==> src/rtl/alu_arbiter_if.sv <==
// Bus between the two requesters, the shared ALU and alu_arbiter.
// The slave modport is the arbiter side; master is the requester/ALU side.
`timescale 1ns/1ps

interface alu_arbiter_if #(
  parameter int NB_DATA = 8,
  parameter int NB_OP   = 6
);
  logic               i_req_0;
  logic [NB_DATA-1:0] i_dato_A_0;
  logic [NB_DATA-1:0] i_dato_B_0;
  logic [NB_OP-1:0]   i_op_0;
  logic               o_gnt_0;
  logic               o_done_0;

  logic               i_req_1;
  logic [NB_DATA-1:0] i_dato_A_1;
  logic [NB_DATA-1:0] i_dato_B_1;
  logic [NB_OP-1:0]   i_op_1;
  logic               o_gnt_1;
  logic               o_done_1;

  logic [NB_DATA-1:0] o_result;
  logic               o_busy;
  logic [NB_DATA-1:0] o_alu_A;
  logic [NB_DATA-1:0] o_alu_B;
  logic [NB_OP-1:0]   o_alu_op;
  logic [NB_DATA-1:0] i_alu_result;

  modport slave (
    input  i_req_0, i_dato_A_0, i_dato_B_0, i_op_0,
    input  i_req_1, i_dato_A_1, i_dato_B_1, i_op_1,
    input  i_alu_result,
    output o_gnt_0, o_done_0, o_gnt_1, o_done_1,
    output o_result, o_busy, o_alu_A, o_alu_B, o_alu_op
  );

  modport master (
    output i_req_0, i_dato_A_0, i_dato_B_0, i_op_0,
    output i_req_1, i_dato_A_1, i_dato_B_1, i_op_1,
    output i_alu_result,
    input  o_gnt_0, o_done_0, o_gnt_1, o_done_1,
    input  o_result, o_busy, o_alu_A, o_alu_B, o_alu_op
  );
endinterface

==> src/rtl/alu_arbiter.sv <==
// Two-requester arbiter in front of one shared combinational ALU.
// Round-robin by default; define ALU_ARB_FIXED_PRIO_EN for fixed priority (requester 0 first).
`timescale 1ns/1ps

module alu_arbiter #(
  parameter int NB_DATA = 8,
  parameter int NB_OP   = 6
) (
  input logic          i_clock,
  input logic          i_reset,
  alu_arbiter_if.slave bus
);

  typedef enum logic [2:0] {
    IDLE = 3'b001,
    EXEC = 3'b010,
    RESP = 3'b100
  } state_t;

  state_t             state_q, state_d;
  logic               sel_q, sel_d;
  logic               lastServed_q, lastServed_d;
  logic [NB_DATA-1:0] aluA_q, aluA_d;
  logic [NB_DATA-1:0] aluB_q, aluB_d;
  logic [NB_OP-1:0]   aluOp_q, aluOp_d;
  logic [NB_DATA-1:0] result_q, result_d;
  logic               winner;

  always_comb begin
    winner = 1'b0;
`ifdef ALU_ARB_FIXED_PRIO_EN
    winner = ~bus.i_req_0;
`else
    // Under contention the requester not served last time goes next.
    if (bus.i_req_0 && bus.i_req_1) begin
      winner = ~lastServed_q;
    end else begin
      winner = ~bus.i_req_0;
    end
`endif
  end

  always_comb begin
    state_d      = state_q;
    sel_d        = sel_q;
    lastServed_d = lastServed_q;
    aluA_d       = aluA_q;
    aluB_d       = aluB_q;
    aluOp_d      = aluOp_q;
    result_d     = result_q;
    unique case (state_q)
      IDLE: begin
        if (bus.i_req_0 || bus.i_req_1) begin
          sel_d   = winner;
          aluA_d  = winner ? bus.i_dato_A_1 : bus.i_dato_A_0;
          aluB_d  = winner ? bus.i_dato_B_1 : bus.i_dato_B_0;
          aluOp_d = winner ? bus.i_op_1 : bus.i_op_0;
          state_d = EXEC;
        end
      end
      EXEC: begin
        result_d = bus.i_alu_result;
        state_d  = RESP;
      end
      RESP: begin
        lastServed_d = sel_q;
        state_d      = IDLE;
      end
      default: begin
        aluA_d  = '0;
        aluB_d  = '0;
        aluOp_d = '0;
        state_d = IDLE;
      end
    endcase
  end

  always_ff @(posedge i_clock) begin
    if (i_reset) begin
      state_q      <= IDLE;
      sel_q        <= 1'b0;
      lastServed_q <= 1'b1;
      aluA_q       <= '0;
      aluB_q       <= '0;
      aluOp_q      <= '0;
      result_q     <= '0;
    end else begin
      state_q      <= state_d;
      sel_q        <= sel_d;
      lastServed_q <= lastServed_d;
      aluA_q       <= aluA_d;
      aluB_q       <= aluB_d;
      aluOp_q      <= aluOp_d;
      result_q     <= result_d;
    end
  end

  // Grant and done are decoded from the registered state, so each lasts exactly one cycle.
  assign bus.o_gnt_0  = (state_q == EXEC) && !sel_q;
  assign bus.o_gnt_1  = (state_q == EXEC) &&  sel_q;
  assign bus.o_done_0 = (state_q == RESP) && !sel_q;
  assign bus.o_done_1 = (state_q == RESP) &&  sel_q;
  assign bus.o_busy   = (state_q != IDLE);
  assign bus.o_result = result_q;
  assign bus.o_alu_A  = aluA_q;
  assign bus.o_alu_B  = aluB_q;
  assign bus.o_alu_op = aluOp_q;

endmodule

==> src/flat_wrapper.sv <==
// flat-port wrapper written by rule: the top's interface ports become plain ports
module alu_arbiter_flat 
#(
  parameter int NB_DATA = 8,
  parameter int NB_OP   = 6
)
  (i_clock, i_reset, bus_i_req_0, bus_i_dato_A_0, bus_i_dato_B_0, bus_i_op_0, bus_i_req_1, bus_i_dato_A_1, bus_i_dato_B_1, bus_i_op_1, bus_i_alu_result, bus_o_gnt_0, bus_o_done_0, bus_o_gnt_1, bus_o_done_1, bus_o_result, bus_o_busy, bus_o_alu_A, bus_o_alu_B, bus_o_alu_op);
  alu_arbiter_if #(.NB_DATA(NB_DATA), .NB_OP(NB_OP)) bus_i ();
  input logic i_clock;
  input logic i_reset;
  input wire logic [$bits(bus_i.i_req_0)-1:0] bus_i_req_0;
  input wire logic [$bits(bus_i.i_dato_A_0)-1:0] bus_i_dato_A_0;
  input wire logic [$bits(bus_i.i_dato_B_0)-1:0] bus_i_dato_B_0;
  input wire logic [$bits(bus_i.i_op_0)-1:0] bus_i_op_0;
  input wire logic [$bits(bus_i.i_req_1)-1:0] bus_i_req_1;
  input wire logic [$bits(bus_i.i_dato_A_1)-1:0] bus_i_dato_A_1;
  input wire logic [$bits(bus_i.i_dato_B_1)-1:0] bus_i_dato_B_1;
  input wire logic [$bits(bus_i.i_op_1)-1:0] bus_i_op_1;
  input wire logic [$bits(bus_i.i_alu_result)-1:0] bus_i_alu_result;
  output wire logic [$bits(bus_i.o_gnt_0)-1:0] bus_o_gnt_0;
  output wire logic [$bits(bus_i.o_done_0)-1:0] bus_o_done_0;
  output wire logic [$bits(bus_i.o_gnt_1)-1:0] bus_o_gnt_1;
  output wire logic [$bits(bus_i.o_done_1)-1:0] bus_o_done_1;
  output wire logic [$bits(bus_i.o_result)-1:0] bus_o_result;
  output wire logic [$bits(bus_i.o_busy)-1:0] bus_o_busy;
  output wire logic [$bits(bus_i.o_alu_A)-1:0] bus_o_alu_A;
  output wire logic [$bits(bus_i.o_alu_B)-1:0] bus_o_alu_B;
  output wire logic [$bits(bus_i.o_alu_op)-1:0] bus_o_alu_op;
  assign bus_i.i_req_0 = bus_i_req_0;
  assign bus_i.i_dato_A_0 = bus_i_dato_A_0;
  assign bus_i.i_dato_B_0 = bus_i_dato_B_0;
  assign bus_i.i_op_0 = bus_i_op_0;
  assign bus_i.i_req_1 = bus_i_req_1;
  assign bus_i.i_dato_A_1 = bus_i_dato_A_1;
  assign bus_i.i_dato_B_1 = bus_i_dato_B_1;
  assign bus_i.i_op_1 = bus_i_op_1;
  assign bus_i.i_alu_result = bus_i_alu_result;
  assign bus_o_gnt_0 = bus_i.o_gnt_0;
  assign bus_o_done_0 = bus_i.o_done_0;
  assign bus_o_gnt_1 = bus_i.o_gnt_1;
  assign bus_o_done_1 = bus_i.o_done_1;
  assign bus_o_result = bus_i.o_result;
  assign bus_o_busy = bus_i.o_busy;
  assign bus_o_alu_A = bus_i.o_alu_A;
  assign bus_o_alu_B = bus_i.o_alu_B;
  assign bus_o_alu_op = bus_i.o_alu_op;
  alu_arbiter #(.NB_DATA(NB_DATA), .NB_OP(NB_OP)) u_core (.i_clock(i_clock), .i_reset(i_reset), .bus(bus_i));
endmodule
==> config.mk <==
export PLATFORM = sky130hd
export DESIGN_NAME = alu_arbiter_flat
export DESIGN_NICKNAME = d
export VERILOG_FILES = /design/src/rtl/alu_arbiter_if.sv /design/src/rtl/alu_arbiter.sv /design/src/flat_wrapper.sv
export SDC_FILE = /design/constraint.sdc
export NUM_CORES = 1
export LEC_CHECK = 0
export CORE_AREA = 10 10 76 78
export DETAILED_ROUTE_END_ITERATION = 8
export DIE_AREA = 0 0 86 88
export PLACE_DENSITY = 0.81
export SYNTH_ARGS = -nofsm -noshare
export SYNTH_HDL_FRONTEND = slang
export SYNTH_SLANG_ARGS = --single-unit
==> constraint.sdc <==
create_clock -name i_clock -period 1.65 [get_ports i_clock]
set_clock_uncertainty 0.1 [all_clocks]
set_input_delay 0.2475 -clock i_clock [delete_from_list [all_inputs] [get_ports i_clock]]
set_output_delay 0.2475 -clock i_clock [all_outputs]
set_load 0.05 [all_outputs]
==> metrics.cfg <==
[timing]
fin_crit_ps=1681
finalSetupViolCount=1
tightestPinTransition_ps=317.2
grt_setup_unrepaired=yes
slew_headroom_pct=78.56
setup_ws_ps=-30.91
fin_crit_sh_pct=101.9
maxSlewViolCount=0
max_freq_ghz=0.5949
finalHoldViolations=0

[placed_design]
post-dp-hpwl_um=3748
place.gp.congestion=0.8260
pre_cts_ws_ps=-154.7
io_buffer_count=90

[flow_run]
cap_violations=0

[global_routing]
grt.total_usage_pct=12.04
grt_pass1_wl_um=7327
grt_max_degree=23
antenna_found_initial=0
overflow=0
grt_pass1_vias=1457

[critical_path]
worstSetupStartpointType=register
path_class=reg -> out
endpoint_kind=output pin
startpoint=u_core.state_q[0]
slowest_stage=dfxtp_2
r2r_cells=5
path_buf_inv=1
path_max_fanout=4
worstPathArrival_ps=1330
r2r_start=u_core.state_q[1]
max_stage_delay_ps=340
cp_cell_sequence=and2b_2 > and2b_1 > and2_4 > buf_12
cpLargestDelayFamily=simple AND/OR/NAND/NOR gates
required_ps=1300
worstSetupPathDepth=4

[cells_and_area]
area_delta_synth_final_pct=69.80
layout_commonest_cell=clkdlybuf4s50_1
layout_common_cells=clkdlybuf4s50_1 (55), buf_4 (46), dfxtp_1 (33)
drive_above_1_share_pct=35.25
finalNetCount=301
antenna_cells=0

[routing]
post-route-drc-count=0
routed_wl_um=4614
drtIter0Drc=23
wl_per_cell_um=15.59
via_count=1400
via_per_inst=4.730
postRouteAntennaNets=0
drt_pass1_iterations=4

[synthesis]
syn_area_per_cell_um2=11.23
ys_warn_count=0
synthesis.area_mm2=0.001583
syn-num-nets=197
seq_area_frac_synth_pct=44.27
ys_ff_latch=35
synthCells=141
synth.distinct_cells=25

[floorplan]
dieArea_mm2=0.007568
ios=91
dieWidth_um=86
fp-row-count=24
start_util_pct=36.86
core_area_mm2=0.004294
dieHeight_um=88

[min_path]
hold_depth=2
hp-class=reg -> reg
hp-start=u_core.bus.o_result[7]

[pwr]
p_leak_nw=1.144
p_per_area_mw_per_mm2=829.0
ir_worst_vdd_mv=0.4363
power_mw=2.228

[cts]
cts_tree=yes
clk_latency_ps=280
root_buffer=clkbuf_8
clock_sinks=35
cts_buffer_depth=2
htree_levels=2
numCtsBuffers=5
clk_pin_slew_ps=60

[run_status]
failed_checks=negative setup slack
status=finished, violations left

==> Yosys cell counts, drive strengths merged <==
library cell / number / area, µm²
a211o: 1 / 8.760
a21oi: 8 / 40.04
a32oi: 1 / 8.760
and2: 1 / 6.260
and2b: 2 / 15.01
and3: 1 / 6.260
buf: 7 / 53.80
clkbuf: 3 / 11.26
dfxtp: 35 / 700.7
inv: 3 / 11.26
mux2i: 22 / 220.2
nand2: 19 / 71.32
nand2b: 2 / 12.51
nor2: 7 / 26.28
nor3b: 1 / 12.51
nor4b: 1 / 8.760
o21ai: 3 / 18.77
o2bb2ai: 22 / 336.6
o31ai: 1 / 7.510
or3: 1 / 6.260
==> sequential cells by signal (all words and copies together) (netlist names) <==
| signal | count |
|---|---|
| u_core.bus.o_alu_op | 6 |
| u_core.bus.o_result | 8 |
| u_core.lastServed_q | 1 |
| u_core.bus.o_alu_B | 8 |
| u_core.sel_q | 1 |
| u_core.bus.o_alu_A | 8 |
| u_core.state_q | 3 |
==> final timing paths <==
path	end	slack, ps
max	bus_o_gnt_1	-30
min	u_core.bus.o_result[7]	360
max reg2reg	u_core.bus.o_alu_A[2]	50
min reg2reg	u_core.bus.o_result[7]	360
==> power breakdown <==
group / switching (mW) / internal, mW / leakage, nW
clock: 0.281 / 0.281 / 0.0371
sequential: 0.0462 / 0.910 / 0.286
combinational: 0.396 / 0.314 / 0.820
total: 0.723 / 1.50 / 1.14
==> metrics by stage <==
step | hold slack [ps] | cells | area [µm²] | setup TNS, ps | utilization, %
global placement | 342.0 | 286 | 2575 | -3050 | 59.97
detailed placement | 346.6 | 286 | 2575 | -2953 | 59.97
floorplan | 241.9 | 141 | 1587 | 0 | -
global route | 371.2 | 296 | 2688 | -213.8 | 62.59
CTS | 355.4 | 295 | 2673 | -10.04 | 62.24
finish | 356.1 | 296 | 2688 | -30.91 | 62.59
==> layout make-up <==
class | instances | area, µm²
timing repair buffer | 107 | 1016
inverter | 3 | 11.26
fill | 349 | 1607
clock buffer | 6 | 72.57
multi-input combinational | 93 | 819.5
sequential | 35 | 703.2
tap | 52 | 65.06
==> routing by layer <==
metal | part of all wire, % | GRT usage (%)
met5 | 0 | 0
met4 | 1.0 | 4.641
met3 | 11 | 7.057
met2 | 46 | 18.59
met1 | 42 | 13.35
==> cell families after synthesis <==
family / after synthesis / share of synthesized area [%]
compound gates: 36 / 26.56
buf+inv: 13 / 4.822
flops: 35 / 44.27
mux: 22 / 13.91
simple gates: 35 / 10.44
==> what timing repair did <==
action                     in CTS  in global routing
cloned                          0                  0
setup endpoints to repair       1                 25
resized for setup               2                  3
buffers inserted                3                  1
hold buffers                    0                  0
==> tightest hold or removal path: stages, from the launching register on <==
cell	delay, ps
dfxtp_1	310
nand2_1	50
a21oi_1	50
Power figures use the tool's default switching activity.
